===== src/rtl/sha256_compress_if.sv =====
// sha256_compress_if -- handshake/data bundle for the SHA-256 compression engine.
//
// Signals (named from the engine's point of view):
//   start_in        begin one 512-bit block (honoured only when the engine is idle)
//   first_block_in  sampled with start_in: 1 = load IV into H, 0 = chain current H
//   w_valid_in      W word present on w_in
//   w_in            message schedule word W_t
//   is224_in        (SHA224_MODE_EN builds only) select the SHA-224 IV, sampled
//                   with start_in && first_block_in
//   busy_out        engine not idle
//   dout_valid      one-cycle pulse, digest_out final for the block
//   digest_out      {H0..H7}, H0 in [255:224]
//   o_FSM_state     current state encoding
//
// Modports: master drives the request side (upstream / bench), slave is the engine.
// Optional feature macro: SHA224_MODE_EN.
interface sha256_compress_if #(
   parameter int DATA_WIDTH = 32
);
   logic                  start_in;
   logic                  first_block_in;
   logic                  w_valid_in;
   logic [DATA_WIDTH-1:0] w_in;
`ifdef SHA224_MODE_EN
   logic                  is224_in;
`endif
   logic                  busy_out;
   logic                  dout_valid;
   logic [255:0]          digest_out;
   logic [1:0]            o_FSM_state;

`ifdef SHA224_MODE_EN
   modport master (
      output start_in, first_block_in, w_valid_in, w_in, is224_in,
      input  busy_out, dout_valid, digest_out, o_FSM_state
   );
   modport slave (
      input  start_in, first_block_in, w_valid_in, w_in, is224_in,
      output busy_out, dout_valid, digest_out, o_FSM_state
   );
`else
   modport master (
      output start_in, first_block_in, w_valid_in, w_in,
      input  busy_out, dout_valid, digest_out, o_FSM_state
   );
   modport slave (
      input  start_in, first_block_in, w_valid_in, w_in,
      output busy_out, dout_valid, digest_out, o_FSM_state
   );
`endif
endinterface


===== src/rtl/sha256_compress.sv =====
// sha256_compress -- SHA-256 compression engine.
//
// Consumes W0..W63 (one word per accepted cycle) from the message-expansion
// stage, runs 64 rounds over a..h with an internal K ROM, folds the result into
// the chaining hash H0..H7 and presents the 256-bit digest. Multi-block
// messages chain through H unless first_block_in reloads the IV.
//
// Ports:
//   clk  sole clock, rising edge
//   rst  synchronous active-high reset
//   bus  sha256_compress_if.slave (see interface file for signal list)
//
// FSM: IDLE(00) -> ROUND(01) -> UPDATE(10) -> DONE(11) -> IDLE.
// Optional feature macro: SHA224_MODE_EN (SHA-224 IV and truncated digest).
module sha256_compress (
   input  logic              clk,
   input  logic              rst,
   sha256_compress_if.slave  bus
);

   typedef enum logic [1:0] {
      IDLE   = 2'b00,
      ROUND  = 2'b01,
      UPDATE = 2'b10,
      DONE   = 2'b11
   } state_t;

   // Word 7 is the most significant word, so a packed vector reads {H0..H7}
   // and the working set reads {a..h}: a=[7] b=[6] c=[5] d=[4] e=[3] f=[2] g=[1] h=[0].
   localparam logic [7:0][31:0] IV256 =
      256'h6a09e667_bb67ae85_3c6ef372_a54ff53a_510e527f_9b05688c_1f83d9ab_5be0cd19;
`ifdef SHA224_MODE_EN
   localparam logic [7:0][31:0] IV224 =
      256'hc1059ed8_367cd507_3070dd17_f70e5939_ffc00b31_68581511_64f98fa7_befa4fa4;
`endif

   localparam logic [31:0] K_ROM [64] = '{
      32'h428a2f98, 32'h71374491, 32'hb5c0fbcf, 32'he9b5dba5, 32'h3956c25b, 32'h59f111f1, 32'h923f82a4, 32'hab1c5ed5,
      32'hd807aa98, 32'h12835b01, 32'h243185be, 32'h550c7dc3, 32'h72be5d74, 32'h80deb1fe, 32'h9bdc06a7, 32'hc19bf174,
      32'he49b69c1, 32'hefbe4786, 32'h0fc19dc6, 32'h240ca1cc, 32'h2de92c6f, 32'h4a7484aa, 32'h5cb0a9dc, 32'h76f988da,
      32'h983e5152, 32'ha831c66d, 32'hb00327c8, 32'hbf597fc7, 32'hc6e00bf3, 32'hd5a79147, 32'h06ca6351, 32'h14292967,
      32'h27b70a85, 32'h2e1b2138, 32'h4d2c6dfc, 32'h53380d13, 32'h650a7354, 32'h766a0abb, 32'h81c2c92e, 32'h92722c85,
      32'ha2bfe8a1, 32'ha81a664b, 32'hc24b8b70, 32'hc76c51a3, 32'hd192e819, 32'hd6990624, 32'hf40e3585, 32'h106aa070,
      32'h19a4c116, 32'h1e376c08, 32'h2748774c, 32'h34b0bcb5, 32'h391c0cb3, 32'h4ed8aa4a, 32'h5b9cca4f, 32'h682e6ff3,
      32'h748f82ee, 32'h78a5636f, 32'h84c87814, 32'h8cc70208, 32'h90befffa, 32'ha4506ceb, 32'hbef9a3f7, 32'hc67178f2
   };

   function automatic logic [31:0] bsig0(input logic [31:0] x);
      return {x[1:0], x[31:2]} ^ {x[12:0], x[31:13]} ^ {x[21:0], x[31:22]};
   endfunction

   function automatic logic [31:0] bsig1(input logic [31:0] x);
      return {x[5:0], x[31:6]} ^ {x[10:0], x[31:11]} ^ {x[24:0], x[31:25]};
   endfunction

   state_t            state;
   logic [5:0]        round_r;
   logic [7:0][31:0]  wv;        // a..h
   logic [7:0][31:0]  h_r;       // H0..H7
   logic [255:0]      digest_r;
   logic              dout_valid_r;
`ifdef SHA224_MODE_EN
   logic              mode224;   // persists across chained blocks of one message
`endif

   logic [31:0]       t1, t2;
   logic [7:0][31:0]  wv_next;
   logic [7:0][31:0]  h_next;
   logic [7:0][31:0]  iv_sel;

   always_comb begin
      t1 = wv[0] + bsig1(wv[3]) + ((wv[3] & wv[2]) ^ (~wv[3] & wv[1]))
         + K_ROM[round_r] + bus.w_in;
      t2 = bsig0(wv[7]) + ((wv[7] & wv[6]) ^ (wv[7] & wv[5]) ^ (wv[6] & wv[5]));
      wv_next = {t1 + t2, wv[7], wv[6], wv[5], wv[4] + t1, wv[3], wv[2], wv[1]};
      h_next = h_r;
      for (int i = 0; i < 8; i++) h_next[i] = h_r[i] + wv[i];
   end

`ifdef SHA224_MODE_EN
   assign iv_sel = bus.is224_in ? IV224 : IV256;
`else
   assign iv_sel = IV256;
`endif

   always_ff @(posedge clk) begin
      if (rst) begin
         state        <= IDLE;
         round_r      <= 6'd0;
         wv           <= '0;
         h_r          <= '0;
         digest_r     <= '0;
         dout_valid_r <= 1'b0;
`ifdef SHA224_MODE_EN
         mode224      <= 1'b0;
`endif
      end else begin
         dout_valid_r <= 1'b0;
         case (state)
            IDLE: begin
               if (bus.start_in) begin
                  if (bus.first_block_in) begin
                     h_r <= iv_sel;
                     wv  <= iv_sel;
`ifdef SHA224_MODE_EN
                     mode224 <= bus.is224_in;
`endif
                  end else begin
                     wv <= h_r;
                  end
                  round_r <= 6'd0;
                  state   <= ROUND;
               end
            end
            ROUND: begin
               // w_valid_in low is a full stall: nothing moves.
               if (bus.w_valid_in) begin
                  wv      <= wv_next;
                  round_r <= round_r + 6'd1;
                  if (round_r == 6'd63) state <= UPDATE;
               end
            end
            UPDATE: begin
               h_r <= h_next;
`ifdef SHA224_MODE_EN
               // H7 is still kept whole in h_r so later blocks chain correctly.
               digest_r <= mode224 ? {h_next[7:1], 32'h0} : h_next;
`else
               digest_r <= h_next;
`endif
               dout_valid_r <= 1'b1;
               state        <= DONE;
            end
            DONE: state <= IDLE;
            default: state <= IDLE;
         endcase
      end
   end

   assign bus.busy_out    = (state != IDLE);
   assign bus.dout_valid  = dout_valid_r;
   assign bus.digest_out  = digest_r;
   assign bus.o_FSM_state = state;

endmodule


===== src/flat_wrapper.sv =====
// flat-port wrapper written by rule: the top's interface ports become plain ports
module sha256_compress_flat 
  (clk, rst, bus_start_in, bus_first_block_in, bus_w_valid_in, bus_w_in, bus_busy_out, bus_dout_valid, bus_digest_out, bus_o_FSM_state);
  sha256_compress_if #(.DATA_WIDTH(32)) bus_i ();
  input  logic clk;
  input  logic rst;
  input wire logic [$bits(bus_i.start_in)-1:0] bus_start_in;
  input wire logic [$bits(bus_i.first_block_in)-1:0] bus_first_block_in;
  input wire logic [$bits(bus_i.w_valid_in)-1:0] bus_w_valid_in;
  input wire logic [$bits(bus_i.w_in)-1:0] bus_w_in;
  output wire logic [$bits(bus_i.busy_out)-1:0] bus_busy_out;
  output wire logic [$bits(bus_i.dout_valid)-1:0] bus_dout_valid;
  output wire logic [$bits(bus_i.digest_out)-1:0] bus_digest_out;
  output wire logic [$bits(bus_i.o_FSM_state)-1:0] bus_o_FSM_state;
  assign bus_i.start_in = bus_start_in;
  assign bus_i.first_block_in = bus_first_block_in;
  assign bus_i.w_valid_in = bus_w_valid_in;
  assign bus_i.w_in = bus_w_in;
  assign bus_busy_out = bus_i.busy_out;
  assign bus_dout_valid = bus_i.dout_valid;
  assign bus_digest_out = bus_i.digest_out;
  assign bus_o_FSM_state = bus_i.o_FSM_state;
  sha256_compress u_core (.clk(clk), .rst(rst), .bus(bus_i));
endmodule

===== config.mk =====
export PLATFORM = sky130hd
export DESIGN_NAME = sha256_compress_flat
export DESIGN_NICKNAME = d
export VERILOG_FILES = /design/src/rtl/sha256_compress_if.sv /design/src/rtl/sha256_compress.sv /design/src/flat_wrapper.sv
export SDC_FILE = /design/constraint.sdc
export NUM_CORES = 2
export LEC_CHECK = 0
export CAP_MARGIN = 10
export CORE_ASPECT_RATIO = 0.6
export CORE_MARGIN = 2
export CORE_UTILIZATION = 40
export CTS_CLUSTER_DIAMETER = 200
export DETAILED_ROUTE_END_ITERATION = 10
export DONT_BUFFER_PORTS = 1
export PLACE_DENSITY = 0.58
export SLEW_MARGIN = 20
export SYNTH_ARGS = -nofsm -noshare
export SYNTH_HDL_FRONTEND = slang
export SYNTH_SLANG_ARGS = --single-unit
export TNS_END_PERCENT = 10

===== constraint.sdc =====
create_clock -name clk -period 10.48 [get_ports clk]
set_input_delay 3.144 -clock clk [delete_from_list [all_inputs] [get_ports clk]]
set_output_delay 3.144 -clock clk [all_outputs]
set_load 0.01 [all_outputs]

==> flow_summary.json <==
{
  "insertion_delay_ns": 0.77,
  "post-cts-setup-buffer-count": 0,
  "wl_met1_mm": 117,
  "synth_ff_type": "dfxtp_1",
  "hold_path_startpoint": "u_core.h_r[218]$_SDFFE_PP0P_",
  "cp_top_family": "compound AO/OA/AOI/OAI gates",
  "critical_path_class": "in -> reg",
  "cpMostUsedCell": "fa_1",
  "viasPerCell": 6.22,
  "period_needed_ns": 9.67,
  "cts_tree": "done",
  "fmax_mhz": 103,
  "finalNetCount": 6995,
  "rr_worst_depth": 42,
  "grt_overflow": 0,
  "worstHoldPathType": "reg -> reg",
  "reg2reg_setup_slack_ns": 0.98,
  "hold_viol": 0,
  "layout_commonest_cell": "dfxtp_1",
  "numPortBuffers": 0,
  "rr_endpoint": "u_core.wv[253]$_SDFFE_PP0P_",
  "crit_fanout": 4,
  "wire_per_inst_um": 29.2,
  "die_w_um": 478,
  "grt_pass1_wl_mm": 345,
  "ioPinCount": 297,
  "root_buffer": "clkbuf_16",
  "final_cell_mix": "dfxtp_1 (773), nor2_1 (655), a21oi_1 (507)",
  "skew_ns": 0.0785,
  "drt_wl_total_mm": 243,
  "hpwl_mm": 184,
  "async_reset_ff_frac": 0,
  "ys_types": 88,
  "gp_congestion": 1.03,
  "area_growth_pct": 11.3,
  "path_buf_inv": 4,
  "setup.worst_path.start": "bus_w_in[0]",
  "outcome": "finished, final reports clean",
  "endpoint_kind": "register",
  "cpPeakStageDelay_ns": 0.49,
  "drc": 0,
  "ys.warnings.count": 0,
  "start_util": 0.403,
  "synth_cells": 6515,
  "relSlewSlack": 0.139,
  "clk_pin_slew_ns": 0.07,
  "cts_hold_buf": 0,
  "num_rows": 104,
  "track_usage": 0.341,
  "syn_area_um2": 53900,
  "finalCritPeriodShare": 0.923,
  "endpoint": "u_core.wv[253]$_SDFFE_PP0P_",
  "final_core_util": 0.448,
  "clockBufferDepth": 3,
  "crit_path_start_kind": "primary input",
  "cts_buffers": 83,
  "ys_ff_latch": 777,
  "htree_levels": 3,
  "drv_slew": 0,
  "rsz0062_at_grt": "no",
  "antenna_found_initial": 21,
  "postRouteAntennaNets": 0,
  "top_layer": "met5",
  "tightest_slew_ns": 1.28,
  "grt_pass1_vias": 46219,
  "cp_data_arrival_time_ns": 10.37,
  "ctsResizeCount": 0,
  "grt_max_degree": 586,
  "syn_nets": 7047,
  "num_vias": 51843,
  "synth_area_per_cell_um2": 8.28,
  "cts.sinks": 777,
  "drive_gt1_frac": 0.102,
  "finalSetupViolations": 0,
  "first_iter_violations": 7142,
  "wl_met2_mm": 83.9,
  "synth_edf_count": 0,
  "cp_num_cells": 32,
  "dieArea_um2": 138000,
  "setup_tns_ns": 0,
  "rr_startpoint": "u_core.round_r[0]$_SDFFE_PP0P_",
  "first_pass_iters": 6,
  "worst_path_max_delay_cell": "fa_1",
  "core_area_um2": 134000,
  "wl_met3_mm": 38.2,
  "die_h_um": 288,
  "yosysSeqAreaShare": 0.288,
  "cap_violations": 0,
  "critPathRequiredTime_ns": 11.18
}
per-stage QoR:
step                instance area, um^2  worst slack, ns  hold WS, ns  instances
floorplan                         53900             1.22        0.438       6515
global placement                  57100            0.143        0.462       8180
detailed placement                57100            0.159        0.473       8180
CTS                               60000            0.917        0.483       8334
global route                      60000            0.324        0.501       8334
finish                            60000            0.810        0.484       8336
Yosys cell counts, types with 26 or more instances:
cell type	instances	area share
a31oi_1	58	0.0067
buf_1	41	0.0029
nor2b_1	51	0.0059
o21ai_0	315	0.029
xor2_1	129	0.021
a221oi_1	34	0.0055
and3_1	39	0.0045
nand2_1	436	0.030
o311ai_0	119	0.019
o31ai_1	26	0.0036
mux2i_1	193	0.036
dfxtp_1	777	0.29
or3_1	35	0.0041
nor2_1	657	0.046
o221a_2	83	0.017
nand4_1	29	0.0034
a22oi_1	75	0.010
nor3_1	185	0.017
nand2b_1	163	0.019
o22ai_1	32	0.0037
a21o_1	150	0.021
a21oi_1	507	0.047
o21a_1	69	0.0096
nand3_1	93	0.0086
clkbuf_1	433	0.030
nor3b_1	101	0.014
ha_1	362	0.084
xnor2_1	304	0.049
inv_1	272	0.019
a211oi_1	219	0.030
fa_1	133	0.049
o21bai_1	37	0.0051
cell type report:
class	count	area, um^2
Inverter	275	1040
Clock buffer	110	2340
Timing Repair Buffer	338	2600
Sequential cell	777	15600
Multi-Input combinational cell	4988	35600
Antenna cell	2	5.00
Tap cell	1802	2250
Fill cell	13107	73900
Clock inverter	44	599
routing by layer:
metal	track usage	up-vias
li1	-	23369
met1	0.538	25212
met2	0.409	2990
met3	0.153	256
met4	0.0485	16
met5	0.00735	-
kinds of logic after synthesis:
| family | after synthesis | share of synthesized area |
|---|---|---|
| buf+inv | 750 | 0.0522 |
| compound gates | 1941 | 0.244 |
| xor+xnor | 433 | 0.0703 |
| simple gates | 1872 | 0.163 |
| mux | 225 | 0.0440 |
| flops | 777 | 0.288 |
| fa+ha+maj | 517 | 0.137 |
worst reg2reg max path: cells and delay by family (launching register included):
kind                     cells  cell delay (ns)
AO/OA/AOI/OAI               18             3.89
XOR/XNOR                     2             0.37
adder cells (fa/ha/maj)      8             2.78
buffers and inverters        7             1.05
flip-flops                   1             0.34
AND/OR/NAND/NOR              7             1.02
state kept, by name, indices dropped and copies added, names as in the netlist:
register	flops
u_core.bus.digest_out	256
u_core.bus.dout_valid	1
u_core.bus.o_FSM_state	2
u_core.h_r	256
u_core.round_r	6
u_core.wv	256
how the worst min path moves through the flow:
stage,to,slack (ns),depth (start not counted)
final,u_core.h_r[218]$_SDFFE_PP0P_,0.48,2
after detailed placement,u_core.h_r[87]$_SDFFE_PP0P_,0.47,2
after CTS,u_core.h_r[87]$_SDFFE_PP0P_,0.48,2
after global routing,u_core.h_r[87]$_SDFFE_PP0P_,0.50,2
after global placement,u_core.wv[15]$_SDFFE_PP0P_,0.46,2
after floorplan,u_core.h_r[24]$_SDFFE_PP0P_,0.44,2
Power is left out: the tool's default activity adds up to more than one toggle a clock period on the data nets, which glitch-free logic cannot reach.
